--- src/rtl/spi_flash_arbiter.sv ---
// spi_flash_arbiter: round-robin sharing of the SPI config flash between two SPI masters,
// switching owners only while the owner's CS is high and inserting a CS-high gap.
module spi_flash_arbiter #(
    parameter int GAP_CYCLES    = 4,
    parameter int MAX_HOLD_IDLE = 1024
) (
    input  logic       clk_48mhz,
    input  logic       resetn,
    input  logic [1:0] req,
    output logic [1:0] gnt,
    output logic       busy,
    output logic       owner,
    input  logic [1:0] m_sck,
    input  logic [1:0] m_csn,
    input  logic [1:0] m_mosi,
    output logic [1:0] m_miso,
    output logic       flash_sck,
    output logic       flash_csn,
    output logic       flash_mosi,
    input  logic       flash_miso
);
    localparam int HW = MAX_HOLD_IDLE > 0 ? $clog2(MAX_HOLD_IDLE + 1) : 1;
    localparam int GW = GAP_CYCLES > 1 ? $clog2(GAP_CYCLES) : 1;
    localparam logic [HW-1:0] HOLD_MAX = HW'(MAX_HOLD_IDLE);
    localparam logic [GW-1:0] GAP_INIT = GW'(GAP_CYCLES > 0 ? GAP_CYCLES - 1 : 0);

    typedef enum logic [1:0] {IDLE, OWN, GAP} state_t;

    state_t        state, state_n;
    logic          last, last_n, owner_n;
    logic [1:0]    gnt_n;
    logic          sck_n, csn_n, mosi_n;
    logic [HW-1:0] hold_cnt, hold_n;
    logic [GW-1:0] gap_cnt, gap_n;
    logic          win, rel, idle_wait;

    // on a tie the port that did not own last wins
    assign win       = (req == 2'b11) ? ~last : req[1];
    assign idle_wait = m_csn[owner] & req[~owner];
    // preemption only fires with the owner's CS high so a transfer is never cut
    assign rel       = m_csn[owner] & (~req[owner] | (MAX_HOLD_IDLE != 0 && hold_cnt == HOLD_MAX));
    assign m_miso    = {busy & owner & flash_miso, busy & ~owner & flash_miso};

    always_comb begin
        state_n = state;
        owner_n = owner;
        last_n  = last;
        gnt_n   = 2'b00;
        sck_n   = 1'b0;
        csn_n   = 1'b1;
        mosi_n  = 1'b0;
        hold_n  = '0;
        gap_n   = gap_cnt;
        case (state)
            IDLE: begin
                if (|req) begin
                    state_n = OWN;
                    owner_n = win;
                    last_n  = win;
                    gnt_n   = win ? 2'b10 : 2'b01;
                end
            end
            OWN: begin
                if (rel) begin
                    state_n = GAP_CYCLES == 0 ? IDLE : GAP;
                    gap_n   = GAP_INIT;
                end else begin
                    gnt_n  = gnt;
                    sck_n  = m_sck[owner];
                    csn_n  = m_csn[owner];
                    mosi_n = m_mosi[owner];
                    hold_n = idle_wait ? (hold_cnt == HOLD_MAX ? hold_cnt : hold_cnt + 1'b1) : '0;
                end
            end
            GAP: begin
                gap_n   = gap_cnt == '0 ? '0 : gap_cnt - 1'b1;
                state_n = gap_cnt == '0 ? IDLE : GAP;
            end
            default: state_n = IDLE;
        endcase
    end

    always_ff @(posedge clk_48mhz) begin
        if (!resetn) begin
            state      <= IDLE;
            gnt        <= 2'b00;
            busy       <= 1'b0;
            owner      <= 1'b0;
            last       <= 1'b1;
            flash_sck  <= 1'b0;
            flash_csn  <= 1'b1;
            flash_mosi <= 1'b0;
            hold_cnt   <= '0;
            gap_cnt    <= '0;
        end else begin
            state      <= state_n;
            gnt        <= gnt_n;
            busy       <= state_n == OWN;
            owner      <= owner_n;
            last       <= last_n;
            flash_sck  <= sck_n;
            flash_csn  <= csn_n;
            flash_mosi <= mosi_n;
            hold_cnt   <= hold_n;
            gap_cnt    <= gap_n;
        end
    end
endmodule

--- config.mk ---
export PLATFORM = sky130hd
export DESIGN_NAME = spi_flash_arbiter
export DESIGN_NICKNAME = d
export VERILOG_FILES = /design/src/rtl/spi_flash_arbiter.sv
export SDC_FILE = /design/constraint.sdc
export NUM_CORES = 1
export LEC_CHECK = 0
export ABC_AREA = 1
export CORE_ASPECT_RATIO = 0.75
export CORE_MARGIN = 3
export CORE_UTILIZATION = 25
export DETAILED_ROUTE_END_ITERATION = 8
export PLACE_DENSITY = 0.55
export SETUP_SLACK_MARGIN = 0.4
export SKIP_LAST_GASP = 1
export SYNTH_ARGS = -nofsm -noshare
export SYNTH_HDL_FRONTEND = slang
export SYNTH_SLANG_ARGS = --single-unit
--- constraint.sdc ---
create_clock -name clk_48mhz -period 1.6 [get_ports clk_48mhz]
set_input_delay 0.24 -clock clk_48mhz [delete_from_list [all_inputs] [get_ports clk_48mhz]]
set_output_delay 0.24 -clock clk_48mhz [all_outputs]
set_load 0.005 [all_outputs]
Word-level counts from Yosys, hierarchy flattened
Cells that the tools add are included.
{ "op_classes": {"reduce_logical": 8, "n_bitwise": 13, "n_addsub": 2, "mux": 22, "order_cmp": 2, "n_eq_ne": 6} }
{ "ops": {"columns": ["operator", "n"], "rows": [
  ["$mux W2", 8],
  ["$add A11 B1 Y11 const B", 1],
  ["$eq A11 B11 Y1 const B", 1],
  ["$mux W1", 11],
  ["$pmux W2 S2", 2],
  ["$and A1 B1 Y1", 6],
  ["$not A1 Y1", 6],
  ["$pmux W2 S3", 1],
  ["$eq A2 B1 Y1 const B", 2],
  ["$eq A2 B2 Y1 const B", 2],
  ["$logic_not A2 Y1", 2],
  ["$lt A1 B2 Y1 const B", 2],
  ["$reduce_and A2 Y1", 2],
  ["$reduce_or A4 Y1", 1],
  ["$reduce_or A3 Y1", 1],
  ["$ne A2 B2 Y1 const B", 1],
  ["$reduce_bool A2 Y1", 1],
  ["$reduce_or A2 Y1", 1],
  ["$sub A2 B1 Y2 const B", 1],
  ["$or A1 B1 Y1", 1]
]} }
{ "totals": {"regBits": 23, "out_inout_bits": 9, "word_cells": 63, "input_bits": 11} }

Logic depth before layout (Yosys ltp)
{ "logic_depth": {"word_depth": 8, "ltp_mapped": 11, "mapped_depth_nobuf": 11} }

Worst setup path after synthesis
OpenSTA, ideal clock, no wires.
{ "synth_path": {"path_type": "register to register", "from": "register hold_cnt[0]", "to": "register hold_cnt[10]", "path_stages_with_launch": 11, "arrival_time_ns": 1.201, "setup_time_ns": 0.114, "n_path_buf": 1, "period_less_slack_ns": 1.314, "required_time_ns": 1.486, "path_slack_ns": 0.286, "cell_sequence": "dfxtp_1 -> inv_1 -> ha_1 -> nand2_1 -> inv_1 -> nand2_1 -> o21ai_2 -> nand2_4 -> nand3b_4 -> buf_6 -> nor2_4"} }
{ "synth_between": {"elab_chain_cells": 4, "word_cells_on_any_way": 5, "classes_between": "1 x add/sub; 1 x eq/ne; 2 x bitwise; 1 x reduce/logical"} }
{ "synth_rtl": {"columns": ["item", "line", "text"], "rows": [
  ["from (decl)", "33", "logic [HW-1:0] hold_cnt, hold_n;"],
  ["from (signal assigned)", "104", "hold_cnt <= hold_n;"],
  ["$eq A11 B11 Y1", "41, 72", null],
  ["$or A1 B1 Y1", "41", "assign rel = m_csn[owner] & (~req[owner] | (MAX_HOLD_IDLE != 0 && hold_cnt == HOLD_MAX));"],
  ["$and A1 B1 Y1", "41", null],
  ["$reduce_or A4 Y1 (no source line)", null, null]
]} }
Several ways; a longest one is shown, not always the timed one.
A chain may end at the register's enable or synchronous reset.

Worst setup path after layout
{ "layout_path": {"from": "register hold_cnt[0]", "to": "register hold_cnt[6]"} }
The elaborated chain is that of the path after synthesis.

==> impl_results.md <==
* Crit-path slowest cell: dfxtp_4
* Initial antenna violation count at 0
* DR iter-0 viols at 51
* Clock Sinks at 23
* Clock power share at 29.0%
* Internal at 908 µW
* Crit path kind: reg -> reg
* Worst hold path type: reg -> reg
* Unrepaired setup endpoints after global routing: yes
* CTS Hold Bufs at 0
* Final Cycle Share at between 80% and 90%
* Crit-path max FO at 4
* Final-stage net count at about 190
* F_max at 727 MHz
* Post-synth top cells: nand2_1, dfxtp_1, inv_1
* Clk slew on worst S/H paths at 0.08 ns
* Seq/Total Area, Yosys at ~41%
* Clock Tree Root: clkbuf_8
* M1 WL at around 1300 µm
* Post-synth top flop: dfxtp_1
* Synth Cell Area at ~1100 µm²
* Final setup fails at 0
* Synth Area in Adders at 2.23%
* Sequential Power Share at approximately half
* Avg Synthesized Cell Area at about 7.7 µm²
* Required @ worst endpoint at ~1.8 ns
* Sw power at 337 µW
* Post-synthesis compound-gate area fraction at 9.80%
* #FFs+latches synth at 23
* Clock skew at 0.00409 ns
* Area share of the largest cell type after synthesis at 41.0%
* Status: finished, final reports clean
* Synth area leader: dfxtp_1
* Die area at 5340 µm²
* Critical Path, Cell by Cell: ha_4 -> nand2_2 -> inv_2 -> nand4_1 -> buf_4 -> buf_6 -> xor2_1 -> nor2_2
* Library cells used by synthesis at 25
* Critical path capture point type: flip-flop
* 1st-pass router iterations at 4
* Area contributors post-synth: dfxtp_1, nand2_1, inv_1, nor2_2, nor2_1
* Final min period at 1.37 ns
* CTS H-tree depth at 1
* Vias at a little under 1000
* Ys Warns at 0
* Static Leak at 0.000661 µW
* Critical Path Start Type: flip-flop
* IO buf count at 19
* Final core utilization at 38.8%
* Num rows at 20
* Share of cells above drive strength 1 at 35.0%
* Largest net degree at the start of global routing at 13
* Slew HR at 84.3%
* Setup TNS at 0 ns
* Total CTS buffers at 3
* Antenna Cells at 0
* Clk buf depth at 2
* Vias per cell at 4.15
* Largest family of logic cells by synthesized area: simple AND/OR/NAND/NOR gates
* Area of the multi-input gates at 684 µm²
* Hpwl dp at around 1700 µm
* Max VDD drop at 405 µV
* First-pass GRT wire length at roughly 4300 µm
* Most common cell in the netlist: nand2_1
* Synthesis-to-finish area growth at 44.4%
* Sw frac at 27.1%
* Post-synthesis mux area share at 0%
* Buf/Inv on CP at 3
* Routed WL per cell at roughly 11 µm
* Fin. Hold Viols at 0
* Core Region at 4180 µm²
* Grt ovf at 0
* Max-cap viol count at 0
* Fillers at 436
* Initial Utilization at 26.9%
* Max incr delay on CP at 0.39 ns
* Die Ht at 64.1 µm
* EDFF count, synth at 0
* RD Place Congestion at 0.775
* Clock Latency Late Sink at roughly 0.26 ns
* CTS tree: done
* DR WL met3 at 113 µm
* Vias in the first global route at 842
* Critical path arrival at 1.54 ns
* Synth Area in Simple Gates at 32.3%
* Tot GR Track Use at between 10% and 20%
* Combinational power share at 21.0%
* DR top layer: met4
* XOR/XNOR Fraction of Synth Area at ~5.5%
* Async S/R FF share, synth at 0%
* Total Wirelength at approximately 2500 µm
* Worst Tran Pin Value at approximately 0.23 ns
* DRC Markers at 0
* Antenna-violating nets left at 0
* Die X at 83.4 µm
* Power density cells at 767 nW/µm²
* Mapped Cells at 145
* Metal2 WL at 1030 µm
* Register area at between 400 and 500 µm²
* Syn nets at 158
* Max-slew violations at 0
* IO Pins at 20
* CP top delay family: flip-flops
-- worst paths after layout --
check	end	slack, ns	depth (start not counted)	start
worst min-delay path	last	0.47	2	last
worst max-delay path	hold_cnt[6]	0.23	8	hold_cnt[0]
worst max register to register	hold_cnt[6]	0.23	8	hold_cnt[0]
worst min register to register	last	0.47	2	last
-- cell families after synthesis --
kind of cell | count (synthesis)
compound gates | 20
simple gates | 70
xor+xnor | 7
fa+ha+maj | 2
flops | 23
buf+inv | 23
-- stage by stage --
step / worst slack (ns) / cells / total power (µW) / area, µm² / hold WS (ns)
3_5_place_dp: -0.0545 / 220 / 857 / 1400 / 0.454
2_1_floorplan: 0.337 / 145 / 757 / 1140 / 0.383
3_3_place_gp: -0.0158 / 220 / 856 / 1400 / 0.448
6_report: 0.225 / 232 / 1240 / 1620 / 0.475
5_1_grt: 0.142 / 232 / 1320 / 1620 / 0.497
4_1_cts: 0.206 / 230 / 1230 / 1540 / 0.474
-- tightest hold or removal path: stages, from the launching register on --
cell and delay [ns]:
dfxtp_1 0.34, a21oi_1 0.07, nand2_1 0.05
-- cells in the final DEF (no fill, tap or decap), drive strengths merged, types with 5 or more instances in the layout --
cell type and n:
nor2 24, buf 12, nand2 29, o21ai 9
dfxtp 23, clkbuf 5, a21oi 10, dlygate4sd2 7
nand3 7, xor2 5, clkdlybuf4s50 9, inv 20
-- per-layer routing --
| layer | GRT usage, % | vias up |
|---|---|---|
| met5 | 0 | - |
| met4 | 4.22 | 0 |
| met3 | 3.61 | 4 |
| met2 | 13.8 | 14 |
| met1 | 14.4 | 418 |
| li1 | - | 526 |
-- layout make-up --
cell class | instances | area share [%]
sequential | 23 | 28.9
timing repair buffer | 29 | 16.6
clock buffer | 4 | 2.78
tap | 55 | 4.24
inverter | 21 | 5.32
multi-input combinational | 100 | 42.2
-- what timing repair did --
action | in CTS | in global routing
gates cloned | 1 | 0
buffers inserted | 5 | 2
pin swaps | 12 | 15
setup endpoints to repair | 29 | 24
gates resized for setup | 37 | 18
-- state kept, by name, summed over array words and instances (netlist names) --
| register | count |
|---|---|
| hold_cnt | 11 |
| gap_cnt | 2 |
| gnt | 2 |
| state | 2 |
| busy | 1 |
| flash_csn | 1 |
| flash_mosi | 1 |
| flash_sck | 1 |
| last | 1 |
| owner | 1 |
-- power by group through the flow --
stage / clock (µW) / sequential [µW] / combinational (µW)
final: 361 / 622 / 262
after global routing: 407 / 627 / 288
after CTS: 380 / 621 / 233
after detailed placement: 0 / 638 / 218
after global placement: 0 / 638 / 218
after floorplan: 0 / 637 / 120
(Power assumes the default switching activity.)
